## config.mk

```make
export PLATFORM = sky130hd
export DESIGN_NAME = memory_4_port_rr_responder
export DESIGN_NICKNAME = d
export VERILOG_FILES = /design/src/rtl/memory_4_port_rr_responder_pkg.sv /design/src/rtl/memory_4_port_rr_responder_mem.sv /design/src/rtl/memory_4_port_rr_responder.sv
export SDC_FILE = /design/constraint.sdc
export NUM_CORES = 2
export LEC_CHECK = 0
export ABC_AREA = 1
export CAP_MARGIN = 25
export CORE_MARGIN = 2
export CORE_UTILIZATION = 48
export CTS_BUF_LIST = sky130_fd_sc_hd__clkbuf_16
export DETAILED_ROUTE_END_ITERATION = 10
export PLACE_DENSITY = 0.72
export SLEW_MARGIN = 20
export SYNTH_ARGS = -nofsm -noshare
export SYNTH_HDL_FRONTEND = slang
export SYNTH_SLANG_ARGS = --single-unit
```

## constraint.sdc

```tcl
create_clock -name clk -period 14.8 [get_ports clk]
set_clock_uncertainty 0.1 [all_clocks]
set_input_delay 2.96 -clock clk [delete_from_list [all_inputs] [get_ports clk]]
set_output_delay 2.96 -clock clk [all_outputs]
set_load 0.01 [all_outputs]
```

## src/rtl/memory_4_port_rr_responder_pkg.sv

```systemverilog
// memory_4_port_rr_responder_pkg: shared client count and round-robin pick function
package memory_4_port_rr_responder_pkg;
  localparam int NUM_CLIENTS = 4;
  // Iterate from farthest to nearest so the first valid client after ptr wins.
  function automatic logic [3:0] rr_pick(input logic [3:0] valid, input logic [1:0] ptr);
    logic [3:0] g;
    logic [1:0] idx;
    g = '0;
    for (int k = 4; k >= 1; k--) begin
      idx = ptr + 2'(k);
      if (valid[idx]) g = 4'b0001 << idx;
    end
    return g;
  endfunction
endpackage

```

## src/rtl/memory_4_port_rr_responder_mem.sv

```systemverilog
// single_port_mem: single-port RAM with a registered read port, read-before-write
module single_port_mem #(
  parameter int WIDTH = 32,
  parameter int DEPTH = 56,
  parameter int AW = $clog2(DEPTH)
) (
  input  logic             clk,
  input  logic             we,
  input  logic [AW-1:0]    addr,
  input  logic [WIDTH-1:0] din,
  output logic [WIDTH-1:0] q
);
  logic [WIDTH-1:0] mem [DEPTH];
  always_ff @(posedge clk) begin
    if (we) mem[addr] <= din;
    q <= mem[addr];
  end
endmodule

```

## src/rtl/memory_4_port_rr_responder.sv

```systemverilog
// memory_4_port_rr_responder: round-robin arbiter mapping four clients onto windows of one RAM
module memory_4_port_rr_responder
  import memory_4_port_rr_responder_pkg::*;
#(
  parameter int WIDTH = 32,
  parameter int SINGLE_MEM_DEPTH = 14,
  parameter int FULL_MEM_DEPTH = NUM_CLIENTS * SINGLE_MEM_DEPTH,
  parameter int SML = $clog2(SINGLE_MEM_DEPTH),
  parameter int FML = $clog2(FULL_MEM_DEPTH)
) (
  input  logic                   clk,
  input  logic                   rst,
  input  logic [3:0]             req_valid,
  input  logic [3:0]             req_we,
  input  logic [4*SML-1:0]       req_addr,
  input  logic [4*WIDTH-1:0]     req_din,
  output logic [3:0]             req_ready,
  output logic [3:0]             rsp_valid,
  output logic [WIDTH-1:0]       rsp_dout,
  output logic [3:0]             addr_err
);
  logic [1:0] rr_ptr_q, rr_ptr_d, rd_owner_q, rd_owner_d, win;
  logic rd_pend_q, rd_pend_d, rd_zero_q, rd_zero_d;
  logic [3:0] addr_err_q, addr_err_d, grant;
  logic [SML-1:0] sel_addr;
  logic [WIDTH-1:0] sel_din, ram_q;
  logic [FML-1:0] ram_addr;
  logic sel_we, in_range, any, ram_we;
  always_comb begin
    grant = rr_pick(req_valid, rr_ptr_q);
    any = |grant;
    win = {grant[3] | grant[2], grant[3] | grant[1]};
    sel_addr = req_addr[win*SML +: SML];
    sel_din = req_din[win*WIDTH +: WIDTH];
    sel_we = req_we[win];
    in_range = 32'(sel_addr) < 32'(SINGLE_MEM_DEPTH);
    ram_addr = FML'(sel_addr) + FML'(win) * FML'(SINGLE_MEM_DEPTH);
    ram_we = any & sel_we & in_range;
    rr_ptr_d = any ? win : rr_ptr_q;
    rd_pend_d = any & ~sel_we;
    rd_owner_d = win;
    rd_zero_d = ~in_range;
    addr_err_d = addr_err_q | (grant & {4{~in_range}});
  end
  always_ff @(posedge clk or posedge rst) begin
    if (rst) begin
      rr_ptr_q <= 2'd3;
      rd_pend_q <= 1'b0;
      rd_owner_q <= 2'd0;
      rd_zero_q <= 1'b0;
      addr_err_q <= 4'b0;
    end else begin
      rr_ptr_q <= rr_ptr_d;
      rd_pend_q <= rd_pend_d;
      rd_owner_q <= rd_owner_d;
      rd_zero_q <= rd_zero_d;
      addr_err_q <= addr_err_d;
    end
  end
  single_port_mem #(.WIDTH(WIDTH), .DEPTH(FULL_MEM_DEPTH), .AW(FML)) u_mem (
    .clk(clk), .we(ram_we), .addr(ram_addr), .din(sel_din), .q(ram_q)
  );
  always_comb begin
    req_ready = grant;
    rsp_valid = rd_pend_q ? 4'b0001 << rd_owner_q : 4'b0000;
    rsp_dout = rd_zero_q ? '0 : ram_q;
    addr_err = addr_err_q;
  end
endmodule

```

==> summary.json <==
{
  "run_status": {
    "outcome": "completed"
  },
  "synthesis": {
    "yosys_warnings": 0,
    "synth-seq-area-share_pct": 72.8,
    "synth_cells": 6444,
    "synth_top_cells_by_count": "1792 x edfxtp_1, 1732 x nand3_1, 1556 x nand2_1, 615 x nor2_1, 176 x buf_2",
    "ys_types": 35,
    "mappedNetlistArea_um2": 75100,
    "synth_async_sr_flop_share_pct": 0.545,
    "synth_edf_count": 1792,
    "synth_largest_area_cell": "edfxtp_1",
    "synth_seq_cells": 1834,
    "number_of_nets_produced_by_synthesis": 6610,
    "postSynth.topFlopCell": "edfxtp_1",
    "avgSynthCellArea_um2": 11.7,
    "synth.most_common_cell": "edfxtp_1",
    "proportion_of_netlist_area_held_by_the_largest_area_contributor_pct": 71.6,
    "synth.top_cells.by_area": "edfxtp_1 72%, nand3_1 12%, nand2_1 7.8%"
  },
  "die": {
    "initial_utilization_pct": 48.2,
    "placement_rows": 145,
    "die_y_extent_um": 400,
    "design.portCount": 198,
    "fp.coreArea_um2": 156000,
    "die-area_um2": 160000,
    "die_width_um": 400
  },
  "setup_path": {
    "cp_slowest_cell": "nor2_4",
    "critPathMaxStageDelay_ns": 0.97,
    "length_in_cells_of_the_worst_reg_to_reg_path": 21,
    "worst-path-buf-inv": 6,
    "worstReg2RegStart": "rr_ptr_q[1]$_DFFE_PP1P_",
    "required_ns": 15.09,
    "r2r_setup_slack_ns": 7.09,
    "cell_seen_most_often_among_critical_path_stages": "nand2_1",
    "crit_chain": "clkdlybuf4s50_1 > nand2_1 > nand3_1 > nand2_1 > nand2_1 > inv_1 > a21oi_4 > nand2_1 > inv_2 > buf_4 > ha_1 > inv_1 > ha_1 > nand2_1 > a21boi_0 > xor2_1 > inv_1 > nor2_4 > nand2_1 > nor2_4",
    "endpoint_type_of_the_worst_setup_path": "flop",
    "critical_path_depth": 20,
    "r2r-end": "u_mem.mem[55][0]$_DFFE_PP_",
    "start_kind": "input pin",
    "arrival_ns": 9.59,
    "criticalPathCategory": "in -> reg",
    "critical_path.max_fanout": 68,
    "timing.critical_path.max_delay_family": "simple AND/OR/NAND/NOR gates"
  },
  "global_routing": {
    "initial_antenna_violation_count": 13,
    "track_usage_pct": 27.7,
    "maximum_number_of_pins_on_one_net_before_global_route_repair": 228,
    "grt_overflow": 0,
    "via_count_of_the_first_global_routing_pass": 49400,
    "grt_first_pass_wirelength_um": 325000
  },
  "clock_tree": {
    "clock_tree.root_cell": "clkbuf_16",
    "cts-buffers-inserted": 179,
    "cts.reportedPaths.clkPinSlew_ns": 0.06,
    "cts_resized": 0,
    "htree_levels": 4,
    "cts_post_setup_buffers_inserted": 0,
    "ctsHoldBuffers": 0,
    "cts_tree": "yes",
    "cts_max_path_buffers": 3,
    "cts.sinks": 1834,
    "clock_latency_ns": 0.83
  },
  "sta": {
    "setup_violations": 0,
    "period_minus_slack_ns": 9.29,
    "finalHoldViolations": 0,
    "tightestPinTransition_ns": 1.30,
    "max_slew_margin_pct": 13.6,
    "fmax_mhz": 108,
    "rsz0062_at_grt": "false",
    "final-max-slew-violation-count": 0,
    "setup-tns-final_ns": 0,
    "post-route-period-util_pct": 62.8
  },
  "detailed_routing": {
    "routed-via-count": 52500,
    "post_drt_wl_per_cell_um": 25.7,
    "drt-total-wl_um": 225000,
    "drcViolationCount": 0,
    "post_detailed_route_count_of_antenna_violating_nets": 0,
    "via_per_inst": 6.01,
    "drt_pass1_iterations": 6,
    "drt_first_iter_violations": 8015
  },
  "flow_run": {
    "drv.max_cap_violation_count": 0
  },
  "place": {
    "buffer_ports.inserted": 197,
    "dp_hpwl_um": 121000,
    "routability_congestion_estimate_from_global_placement": 0.888
  },
  "layout": {
    "share_of_layout_cells_above_drive_strength_1_pct": 7.57,
    "filler_cell_count": 12500,
    "seqCellArea_um2": 54700,
    "syn_to_final_growth_pct": 14.2,
    "final_nets": 6693,
    "multi_input_area_um2": 18900,
    "final_util_pct": 55.1
  },
  "worst_hold_path": {
    "worstHoldPathCells": 1,
    "hold_path.class": "reg -> reg",
    "hold_path.startpoint": "addr_err[0]$_DFF_PP0_",
    "worst_hold_path.endpoint": "addr_err[0]$_DFF_PP0_"
  }
}
## per-stage QoR
step	cells	worst slack, ns	area [µm²]	hold WS [ns]
2_1_floorplan	6444	6.46	75100	0.413
3_3_place_gp	8373	4.91	79300	0.364
3_5_place_dp	8387	4.70	79600	0.385
4_1_cts	8716	5.52	85400	0.408
5_1_grt	8734	5.01	85800	0.417
6_report	8736	5.51	85800	0.412
## flip-flops by register name, summed over array words and instances (netlist names)
signal and count:
rd_pend_q 1, u_mem.mem 1792, rd_owner_q 2, addr_err 4, u_mem.q 32, rd_zero_q 1, rr_ptr_q 2
## cell type report
class / count / area share (%)
Tap cell: 2058 / 3.00
Inverter: 72 / 0.324
Multi-Input combinational cell: 4104 / 22.0
Timing Repair Buffer: 336 / 4.21
Clock buffer: 180 / 5.25
Clock inverter: 149 / 1.48
Antenna cell: 3 / 0.00875
Sequential cell: 1834 / 63.7
## placed cells by master, fill, tap and decap left out, types with 3 or more instances in the layout
cell and instances:
a21oi_1 65, a22oi_2 32, buf_12 19, buf_16 17
buf_4 99, buf_6 3, bufinv_16 15, clkbuf_16 180
clkdlybuf4s50_1 197, clkinv_1 49, clkinv_16 6, clkinv_2 20
clkinv_8 4, clkinvlp_4 3, dfrtp_1 7, dfxtp_1 32
diode_2 3, edfxtp_1 1792, ha_1 11, inv_1 110
inv_16 3, inv_2 6, inv_8 3, nand2_1 1556
nand2_2 4, nand3_1 1732, nand3_2 10, nor2_1 553
nor2_4 63, nor3_1 5, nor3_2 6, o211ai_1 3
o21ai_0 7, o21ai_1 3, o21bai_1 4, o22ai_1 35
xor2_1 3
## cell families (layout without fill, tap and decap cells)
kind of cell	Yosys count	in the layout	share of synthesized area, %
buffers and inverters	506	737	3.02
xor gates and xnor gates	3	3	0.0350
AOI/OAI and AO/OA	157	157	1.27
DFF	1834	1834	72.8
other	0	3	0
and+or+nand+nor	3932	3932	22.7
adders and majority gates	12	12	0.210
## per-layer routing
metal / vias to the layer above / GRT usage (%) / share of wire (%)
met4: 2 / 12.3 / 4.3
li1: 23000 / - / -
met1: 25600 / 38.3 / 37
met3: 423 / 6.26 / 13
met5: - / 0 / 0.0045
met2: 3444 / 42.2 / 46
## worst max-delay path by stage
stage,to,from
5_1_grt,u_mem.mem[55][29]$_DFFE_PP_,req_valid[2]
2_1_floorplan,u_mem.mem[48][0]$_DFFE_PP_,req_valid[2]
4_1_cts,u_mem.mem[49][29]$_DFFE_PP_,req_valid[2]
6_report,u_mem.mem[55][0]$_DFFE_PP_,req_valid[2]
3_3_place_gp,u_mem.mem[43][3]$_DFFE_PP_,req_valid[2]
3_5_place_dp,u_mem.mem[49][13]$_DFFE_PP_,req_valid[2]
## worst register-to-register path: stages, from the launching register on
cell	delay (ns)
dfstp_2	0.63
inv_1	0.15
ha_1	0.36
inv_1	0.07
nand3_1	0.08
nand2_1	0.25
nand2_1	0.16
inv_1	0.09
a21oi_4	0.22
nand2_1	0.35
inv_2	0.19
buf_4	0.67
ha_1	0.29
inv_1	0.04
ha_1	0.34
nand2_1	0.06
a21boi_0	0.19
xor2_1	0.55
inv_1	0.25
nor2_4	0.61
nand2_1	0.69
nor2_4	0.98
Power is left out: the tool's default activity adds up to more than one toggle a clock period on the data nets, which glitch-free logic cannot reach.
